### src/rtl/uart_tx_frame_ctrl.sv
// UART/IrDA transmit frame controller: byte handshake, parity, and load/shift strobes for an 11-bit shift register.
// Optional build macro UART_TX_STOP2_EN selects two stop bits instead of one.
module uart_tx_frame_ctrl #(
    parameter int unsigned CLK_DIV    = 16,
    parameter bit          PARITY_ODD = 1'b0
) (
    input  logic        clock,
    input  logic        reset,
    input  logic [7:0]  tx_byte,
    input  logic        tx_valid,
    output logic        tx_ready,
    output logic [10:0] frame_data,
    output logic        sr_load,
    output logic        sr_shift,
    output logic        sr_shift_in,
    output logic        busy,
    output logic        tx_done
);

    localparam int unsigned BAUD_W = (CLK_DIV > 1) ? $clog2(CLK_DIV) : 1;
    localparam int unsigned BIT_W  = 4;
    localparam int unsigned FRM_W  = 11;

    localparam logic [BAUD_W-1:0] BAUD_LAST   = BAUD_W'(CLK_DIV - 1);
    localparam logic [BIT_W-1:0]  BIT_LAST    = BIT_W'(11);
    localparam logic [FRM_W-1:0]  FRAME_RESET = FRM_W'(1);

    typedef enum logic [2:0] {IDLE, LOAD, SEND, STOP, DONE} state_t;

    state_t            state, state_nxt;
    logic [BAUD_W-1:0] baud_cnt, baud_nxt;
    logic [BIT_W-1:0]  bit_cnt, bit_nxt;
    logic [FRM_W-1:0]  frame_nxt;
    logic              tx_ready_nxt, sr_load_nxt, sr_shift_nxt, busy_nxt, tx_done_nxt;
    logic              handshake;
    logic              parity;
`ifdef UART_TX_STOP2_EN
    logic              stop_second, stop_second_nxt;
`endif

    assign sr_shift_in = 1'b1;
    assign handshake   = tx_valid & tx_ready;
    assign parity      = (^tx_byte) ^ PARITY_ODD;

    // State, counters and registered outputs
    always_ff @(posedge clock or negedge reset) begin
        if (!reset) begin
            state      <= IDLE;
            baud_cnt   <= '0;
            bit_cnt    <= '0;
            frame_data <= FRAME_RESET;
            tx_ready   <= 1'b0;
            sr_load    <= 1'b0;
            sr_shift   <= 1'b0;
            busy       <= 1'b0;
            tx_done    <= 1'b0;
`ifdef UART_TX_STOP2_EN
            stop_second <= 1'b0;
`endif
        end else begin
            state      <= state_nxt;
            baud_cnt   <= baud_nxt;
            bit_cnt    <= bit_nxt;
            frame_data <= frame_nxt;
            tx_ready   <= tx_ready_nxt;
            sr_load    <= sr_load_nxt;
            sr_shift   <= sr_shift_nxt;
            busy       <= busy_nxt;
            tx_done    <= tx_done_nxt;
`ifdef UART_TX_STOP2_EN
            stop_second <= stop_second_nxt;
`endif
        end
    end

    // Next-state and counter logic
    always_comb begin
        state_nxt = state;
        baud_nxt  = baud_cnt;
        bit_nxt   = bit_cnt;
        frame_nxt = frame_data;
`ifdef UART_TX_STOP2_EN
        stop_second_nxt = stop_second;
`endif
        unique case (state)
            IDLE: begin
                if (handshake) begin
                    frame_nxt = {parity, tx_byte, 1'b0, 1'b1};
                    state_nxt = LOAD;
                end
            end
            LOAD: begin
                baud_nxt  = '0;
                bit_nxt   = '0;
                state_nxt = SEND;
            end
            SEND: begin
                if (baud_cnt == BAUD_LAST) begin
                    baud_nxt = '0;
                    bit_nxt  = (bit_cnt == BIT_LAST) ? bit_cnt : bit_cnt + BIT_W'(1);
                    // The final shift cycle already counts as the first stop-bit cycle
                    if (bit_cnt == BIT_LAST - BIT_W'(1)) begin
                        baud_nxt  = BAUD_W'(1);
                        state_nxt = STOP;
`ifdef UART_TX_STOP2_EN
                        stop_second_nxt = 1'b0;
`endif
                    end
                end else begin
                    baud_nxt = baud_cnt + BAUD_W'(1);
                end
            end
            STOP: begin
                if (baud_cnt == BAUD_LAST) begin
                    baud_nxt = '0;
`ifdef UART_TX_STOP2_EN
                    if (!stop_second) begin
                        stop_second_nxt = 1'b1;
                    end else begin
                        state_nxt = DONE;
                    end
`else
                    state_nxt = DONE;
`endif
                end else begin
                    baud_nxt = baud_cnt + BAUD_W'(1);
                end
            end
            DONE: begin
                state_nxt = IDLE;
            end
            default: begin
                state_nxt = IDLE;
            end
        endcase
    end

    // Output decode from the upcoming state; ready waits one full IDLE cycle
    always_comb begin
        tx_ready_nxt = 1'b0;
        sr_load_nxt  = 1'b0;
        sr_shift_nxt = 1'b0;
        busy_nxt     = 1'b0;
        tx_done_nxt  = 1'b0;
        tx_ready_nxt = (state == IDLE) && (state_nxt == IDLE);
        sr_load_nxt  = (state_nxt == LOAD);
        sr_shift_nxt = (state_nxt == SEND) && (baud_nxt == BAUD_LAST);
        busy_nxt     = (state_nxt == LOAD) || (state_nxt == SEND) || (state_nxt == STOP);
        tx_done_nxt  = (state_nxt == DONE);
    end

endmodule

### config.mk
export PLATFORM = sky130hd
export DESIGN_NAME = uart_tx_frame_ctrl
export DESIGN_NICKNAME = d
export VERILOG_FILES = /design/src/rtl/uart_tx_frame_ctrl.sv
export SDC_FILE = /design/constraint.sdc
export NUM_CORES = 1
export LEC_CHECK = 0
export ABC_CLOCK_PERIOD_IN_PS = 1840
export BUFFER_PORTS_ARGS = -buffer_cell sky130_fd_sc_hd__buf_2
export CORE_AREA = 2 2 56 58
export CTS_BUF_LIST = sky130_fd_sc_hd__clkbuf_8
export DETAILED_ROUTE_END_ITERATION = 10
export DIE_AREA = 0 0 58 60
export HOLD_SLACK_MARGIN = 0.08
export PLACE_DENSITY = 0.66
export SYNTH_ARGS = -nofsm -noshare
export SYNTH_HDL_FRONTEND = slang
export SYNTH_SLANG_ARGS = --single-unit
### constraint.sdc
create_clock -name clock -period 1.84 [get_ports clock]
set_input_delay 0 -clock clock [delete_from_list [all_inputs] [get_ports clock]]
set_output_delay 0 -clock clock [all_outputs]
set_load 0.005 [all_outputs]
=== Yosys cells after proc, flatten, opt, wreduce, memory -nomap -nowiden ===
Index checks and enable logic that the tools add are counted.

* Register bits: 25
* Bits in latches: 0
* RAM bits: 0
* ROM bits: 0
* Bits of input ports: 11
* Output and inout port bits: 17
* Word-level logic and storage cells: 47
* Memories kept: 0

* Add/sub/neg operators: 2
* $mul: 0
* Div/mod/pow operators: 0
* $lt $le $gt $ge: 0
* Equal/unequal tests: 13
* Shift-type cells: 0
* Mux-type cells: 12
* Bitwise gates (word level): 1
* Reductions and logical operators: 10

{| class="wikitable"
|+ Operators by type and width
! kind !! number
|-
| == test 4 bit, second input constant || 4
|-
| 2-to-1 mux 4 bit || 4
|-
| == test 3 x 2 -> 1 bit, second input constant || 4
|-
| 2-to-1 mux 3 bit || 4
|-
| case mux 3 bit (4 select lines) || 1
|-
| case mux 4 bit (3 select lines) || 1
|-
| adder 4 x 1 -> 4 bit, second input constant || 2
|-
| case mux 4 bit (2 select lines) || 1
|-
| XOR reduction 8 bit || 1
|-
| == test 3 x 1 -> 1 bit, second input constant || 2
|-
| zero test 3 bit || 2
|-
| != test 2 bit, second input constant || 2
|-
| == test 3 bit, second input constant || 1
|-
| AND reduction 3 bit || 1
|-
| logical AND 1 bit || 2
|-
| logical OR 1 bit || 2
|-
| AND reduction 2 bit || 1
|-
| nonzero test 2 bit || 1
|-
| AND 1 bit || 1
|-
| 2-to-1 mux 1 bit || 1
|}

=== Depth between registers and ports, before layout ===
Gate-level depths: netlist (run 1).

* Word-level depth: 7
* Gate-level depth with buffers: 6
* Depth with buffers taken out: 6

=== Least setup slack after synthesis (run 1) ===
No wires, ideal clock.

* Kind: register to register
* From: register baud_cnt[0]
* To: register busy
* Library setup time: 127 ps
* Data arrival time: 1448 ps
* Required time: 1713 ps
* Slack: 265 ps
* Cell stages (with the launch flop): 7
* Buffers on the path: 1
* Clock period less this slack: 1575 ps
* Path through: dfrtp_1 -> ha_1 -> and3_1 -> buf_6 -> mux2i_1 -> o21bai_1 -> or2_2

* Longest elaborated chain between the ends: 6
* Elaborated cells on any way between the ends: 9
* Classes of those cells: 4 x eq/ne; 3 x mux; 2 x reduce/logical

{| class="wikitable"
|+ RTL lines
! what !! line !! text
|-
| from (decl) || 31 || <nowiki>logic [BAUD_W-1:0] baud_cnt, baud_nxt;</nowiki>
|-
| from (signal assigned) || 62 || <nowiki>baud_cnt <= baud_nxt;</nowiki>
|-
| == test 4 bit * || 98, 114 ||
|-
| 2-to-1 mux 3 bit, on equally long branches || 114, 98 ||
|-
| case mux 3 bit (4 select lines) * || 85 || <nowiki>unique case (state)</nowiki>
|-
| named net state_nxt[0] || 30 || <nowiki>state_t state, state_nxt;</nowiki>
|-
| == test 3 x 1 -> 1 bit or == test 3 x 2 -> 1 bit (tied branches) || 148 || <nowiki>busy_nxt = (state_nxt == LOAD) || (state_nxt == SEND) || (state_nxt == STOP);</nowiki>
|-
| logical OR 1 bit || 148 ||
|-
| logical OR 1 bit * || 148 ||
|-
| named net busy_nxt || 34 || <nowiki>logic tx_ready_nxt, sr_load_nxt, sr_shift_nxt, busy_nxt, tx_done_nxt;</nowiki>
|-
| to (signal assigned) || 68 || <nowiki>busy <= busy_nxt;</nowiki>
|-
| to (decl) || 16 || <nowiki>output logic busy,</nowiki>
|}

Mark *: on every way through the listed nets, which the timed path passes. The rest lies on a longest branch.
A chain may end at the register's enable or synchronous reset.

=== Worst setup path after layout (run 1) ===
Ends and elaborated chain as after synthesis.

==> run metrics, run 1 <==
Sw Share=21.4%; final setup fails=0; NetSw=200 uW; CTS Buf Count=3; routability cong.=0.882; first-pass GRT wire length=4.13 mm; FF+latch count, synth=25; Clock Sinks=25; Antenna Cells=0; max_slew headroom=63.4%; starting density of the core=42.7%; Fin Setup TNS=0 ns; Core Area=2900 sq um; fmax=585 MHz; Post-synth EDFFs=0; start point of the critical path=baud_cnt[0]$_DFF_PN0_; I/O Pins=28; clock power share=34.2%; reg2reg start=baud_cnt[0]$_DFF_PN0_; Yosys cell types=36; Die Ht=60 um; vias in the first global route=922; fin worst setup slack=0.132 ns; H-Tree Depth=1; crit-path max FO=7; Pwr Density=622 nW/um^2; Synth area leaders=dfrtp_1 (51%), mux2_2 (7.3%), xnor2_1 (4.9%), ha_1 (3.0%), o21ai_0 (2.8%); RSZ-0062 raised after global routing=false; Place WS=0.114 ns; Worst Hold Class=input port to async pin; dpl cell area=1370 sq um; DR pass1 iterations=4; sequential-to-total area share from yosys stat=50.5%; critical path arrival=1.86 ns; first-iteration detailed-routing DRC count=26; CP Launch Type=register; largest net degree at the start of global routing=26; Post-route DRC=0; Worst-Skew Late Latency=0.27 ns; dpl hpwl=1.71 mm; initial antenna violation count=0; Overflow after GRT=0; final worst-path cycle share=92.9%; final wirelength=2.47 mm; Yosys top cell area share=50.5%; Setup Crit Path Kind=register to register; clock transition at the registers of the reported paths=0.08 ns; worst-margin pin slew=0.548 ns; PortBufs=24; Seq pwr share=58.7%; worst vdd ir=0.000317 V; Layout area overhead=21.4%; dominant cell type by area after synthesis=dfrtp_1; CTS Buffer Depth=2; vias per std cell=5.51; Comb pwr share=7.1%; Int Pwr=735 uW; Routed Antenna Nets=0; GRT Total Usage=15.8%; maxcap violations=0; fraction of layout cells with a size suffix above 1=27.6%; Post-CTS Setup Bufs=0; Synth Flop Type=dfrtp_1; skew final=0.00178 ns; average instance area after synthesis=11.1 sq um; most instantiated cells after synthesis=dfrtp_1 (25), mux2_2 (8), o21ai_0 (7), xnor2_1 (7); Data required, critical path=2.00 ns; die area=3480 sq um; root buf cell=clkbuf_8; Worst setup EP type=register; Syn Inst Count=112; nets@finish=160; Final Instance Area=1500 sq um; Mapped Area=1240 sq um; die extent in x=58 um; Async S/R FF share, synth=100%; Final min period=1.71 ns; Via Count=980; YS warnings=0; Leak=0.761 nW; CTS tree=built; outcome=complete, no violations; wire length per cell=13.9 um; count leader, synth=dfrtp_1; Final Hold Viols=0; Slew Limit Fails=0; Core Rows=20
[through the flow]
step	utilization [%]	hold slack [ns]	instances	power, mW
after global routing	51.8	0.307	178	0.973
after detailed placement	47.1	0.0224	165	0.613
after CTS	51.8	0.265	178	0.947
final	51.8	0.242	178	0.935
after global placement	47.1	0.0190	165	0.612
after floorplan	-	-0.296	113	0.591
[path summary, 6_finish.rpt]
| path | endpoint | slack, ns | depth (start not counted) |
|---|---|---|---|
| worst min-delay path | bit_cnt[3]$_DFFE_PN0P_ | 0.24 | 2 |
| min in group clock | sr_load$_DFF_PN0_ | 0.28 | 2 |
| worst max-delay path | busy$_DFF_PN0_ | 0.13 | 5 |
| max in group asynchronous | bit_cnt[1]$_DFFE_PN0P_ | 1.23 | 2 |
| worst max register to register | busy$_DFF_PN0_ | 0.13 | 5 |
| worst min register to register | tx_ready$_DFF_PN0_ | 0.50 | 1 |
[flip-flops by register name, summed over array words and instances (netlist names)]
name	cells
frame_data	9
tx_ready	1
sr_shift	1
sr_load	1
busy	1
bit_cnt	4
baud_cnt	4
tx_done	1
state	3
[power by group through the flow]
stage	logic [mW]	clock network [mW]	registers (mW)
2_1_floorplan	0.0314	0	0.560
5_1_grt	0.0745	0.349	0.549
4_1_cts	0.0678	0.330	0.549
3_3_place_gp	0.0524	0	0.560
3_5_place_dp	0.0532	0	0.560
6_report	0.0668	0.319	0.549
[worst max-delay path: stages, from the launching register on]
cell and delay, ns:
dfrtp_1 0.45, ha_1 0.26, and3_2 0.29, mux2i_1 0.20, o21bai_1 0.10, or2_2 0.30
[cell families (layout without fill, tap and decap cells)]
kind of cell / after synthesis / count (layout) / share of synthesized area (%)
AO/OA/AOI/OAI: 18 / 18 / 9.19
XOR/XNOR: 7 / 7 / 4.95
adder cells (fa/ha/maj): 3 / 3 / 3.03
buffers and inverters: 10 / 42 / 5.35
flip-flops: 25 / 25 / 50.5
multiplexers: 11 / 11 / 9.70
other: 2 / 3 / 0.606
AND/OR/NAND/NOR: 36 / 36 / 16.7
[layer usage]
| layer | vias to the layer above | global-route usage, % | share of wire (%) | wire length, um |
|---|---|---|---|---|
| met5 | - | 0 | 0 | 0 |
| met4 | 0 | 7.64 | 1.5 | 38 |
| met3 | 5 | 4.33 | 6.8 | 167 |
| met2 | 35 | 26.8 | 49 | 1220 |
| met1 | 479 | 18.5 | 42 | 1040 |
| li1 | 461 | - | - | - |
[placed cells by master (no fill, tap or decap), types with 3 or more instances in the layout]
cell type       n
inv_1           3
dfrtp_1        25
ha_1            3
mux2i_1         3
xnor2_1         7
dlygate4sd3_1   9
nand3_1         6
mux2_2          8
o21ai_0         7
conb_1          3
buf_2          24
nor2_1          6
nand2_1         6
buf_4           3
clkbuf_8        3
[cell type report]
cell class / count / area [sq um]
Clock buffer: 3 / 41.3
Clock inverter: 1 / 3.75
Fill cell: 266 / 1400
Inverter: 2 / 7.51
Multi-Input combinational cell: 78 / 552
Sequential cell: 25 / 626
Tap cell: 33 / 41.3
Timing Repair Buffer: 36 / 233
[what timing repair did]
action	in CTS	in global routing
hold buffers	9	0
gates resized for setup	0	1
endpoints found under the hold margin	33	0
endpoints found under the setup margin	0	2
Power figures use the tool's default switching activity.
==> inputs of run 2 (changes only) <==
CTS_BUF_LIST = not set   (was sky130_fd_sc_hd__clkbuf_8)
==> run 2 against run 1 <==
Net effect: non-clock buffer count did not move; sequential share of layout area rose by 0.53 points; sequential power barely moved; cell area fell by 1.2%; global-route usage fell by 0.42 points; critical path type unchanged.
==> run metrics, run 2 (synthesis results as in run 1) <==
placed cell count=165; Routed Antenna Nets=0; max_slew headroom=63.5%; nets@finish=160; Core Area=2900 sq um; PortBufs=24; maxcap violations=0; filler cell count in the final layout=268; fmax=591 MHz; final worst-path cycle share=91.9%; CTS tree=built; H-Tree Depth=1; Overflow after GRT=0; DR pass1 iterations=4; setup slack, reg-to-reg=0.15 ns; vias per std cell=5.38; worst hold slack=0.187 ns; outcome=complete, no violations; CTS Buffer Depth=2; largest registers=frame_data (9), baud_cnt (4), bit_cnt (4); CTS Buf Count=3; worst vdd ir=0.000339 V; Sw Share=21.6%; Leak=0.749 nW; CP Launch Type=register; starting density of the core=42.7%; dpl cell area=1370 sq um; Final Hold Viols=0; crit-path max FO=7; RSZ-0062 raised after global routing=false; Int Pwr=671 uW; Data required, critical path=2.05 ns; Post-route DRC=0; Seq pwr share=64.2%; fraction of layout cells with a size suffix above 1=27.6%; dpl hpwl=1.71 mm; die extent in x=58 um; Via Count=957; clock transition at the registers of the reported paths=0.13 ns; I/O Pins=28; Final Instance Area=1490 sq um; max FFs per register=9; worst-margin pin slew=0.547 ns; Clock Sinks=25; initial antenna violation count=0; final wirelength=2.41 mm; Pwr Density=576 nW/um^2; Worst-Skew Late Latency=0.31 ns; Biggest register=frame_data; root buf cell=clkbuf_4; Worst Hold Class=input port to async pin; routability cong.=0.882; wire length per cell=13.5 um; Layout area overhead=19.9%; Antenna Cells=0; vias in the first global route=919; reg2reg path depth=5; skew final=0.00402 ns; clock power share=28.0%; critical path arrival=1.90 ns; largest net degree at the start of global routing=26; GRT Total Usage=15.4%; Core Rows=20; NetSw=185 uW; total power=856 uW; Final Instance Count excl. Fillers=178; commonest cells after routing, fill and taps aside=dfrtp_1 (25), buf_2 (24), dlygate4sd3_1 (9); Comb pwr share=7.8%; first-iteration detailed-routing DRC count=31; final setup fails=0; Final min period=1.69 ns; Die Ht=60 um; Setup Crit Path Kind=register to register; Worst setup EP type=register; reg2reg start=baud_cnt[0]$_DFF_PN0_; die area=3480 sq um; Fin Setup TNS=0 ns; commonest non-fill, non-tap cell in the layout=dfrtp_1; r2r endpoint=busy$_DFF_PN0_; first-pass GRT wire length=4.08 mm; Slew Limit Fails=0
run 2: what timing repair did:
item / 4_1_cts / 5_1_grt
hold buffers: 9 / 0
setup endpoints to repair: 0 / 2
resized for setup: 0 / 1
buffers inserted: 0 / 0
hold endpoints to repair: 33 / 0
run 2: area by class of cell:
class,instances,area (sq um),area share [%]
Timing Repair Buffer,36,233,15.7
Multi-Input combinational cell,78,552,37.2
Tap cell,33,41.3,2.78
Inverter,2,7.51,0.505
Clock buffer,4,26.3,1.77
Sequential cell,25,626,42.1
run 2: critical path, cell delays in order, from the launching register on:
cell and delay, ns:
dfrtp_1 0.45, ha_1 0.25, and3_2 0.29, mux2i_1 0.20
o21bai_1 0.10, or2_2 0.30
run 2: metal layers:
metal  vias to the layer above  share of wire (%)  track usage, %
met1                       469                 43            18.5
met2                        25                 50            26.3
met5                         -                  0               0
li1                        461                  -               -
met3                         2                6.1            3.68
met4                         0               0.58            6.64
run 2: worst max path at each step:
stage / start / depth (start not counted) / to / slack [ns]
floorplan: baud_cnt[0]$_DFF_PN0_ / 6 / busy$_DFF_PN0_ / 0.26
finish: baud_cnt[0]$_DFF_PN0_ / 5 / busy$_DFF_PN0_ / 0.15
global placement: baud_cnt[0]$_DFF_PN0_ / 5 / bit_cnt[0]$_DFFE_PN0P_ / 0.18
global route: baud_cnt[0]$_DFF_PN0_ / 5 / busy$_DFF_PN0_ / 0.06
CTS: baud_cnt[0]$_DFF_PN0_ / 5 / bit_cnt[0]$_DFFE_PN0P_ / 0.09
detailed placement: baud_cnt[0]$_DFF_PN0_ / 5 / busy$_DFF_PN0_ / 0.11
run 2: stage by stage:
step | worst slack, ns | utilization (%)
4_1_cts | 0.0934 | 51.1
3_3_place_gp | 0.175 | 47.1
2_1_floorplan | 0.265 | -
3_5_place_dp | 0.114 | 47.1
6_report | 0.149 | 51.2
5_1_grt | 0.0594 | 51.2
run 2: power groups by stage:
stage	sequential [mW]	combinational (mW)	clock (mW)
after CTS	0.549	0.0678	0.254
after floorplan	0.560	0.0314	0
after global placement	0.560	0.0524	0
after detailed placement	0.560	0.0532	0
final	0.549	0.0668	0.240
after global routing	0.550	0.0745	0.272
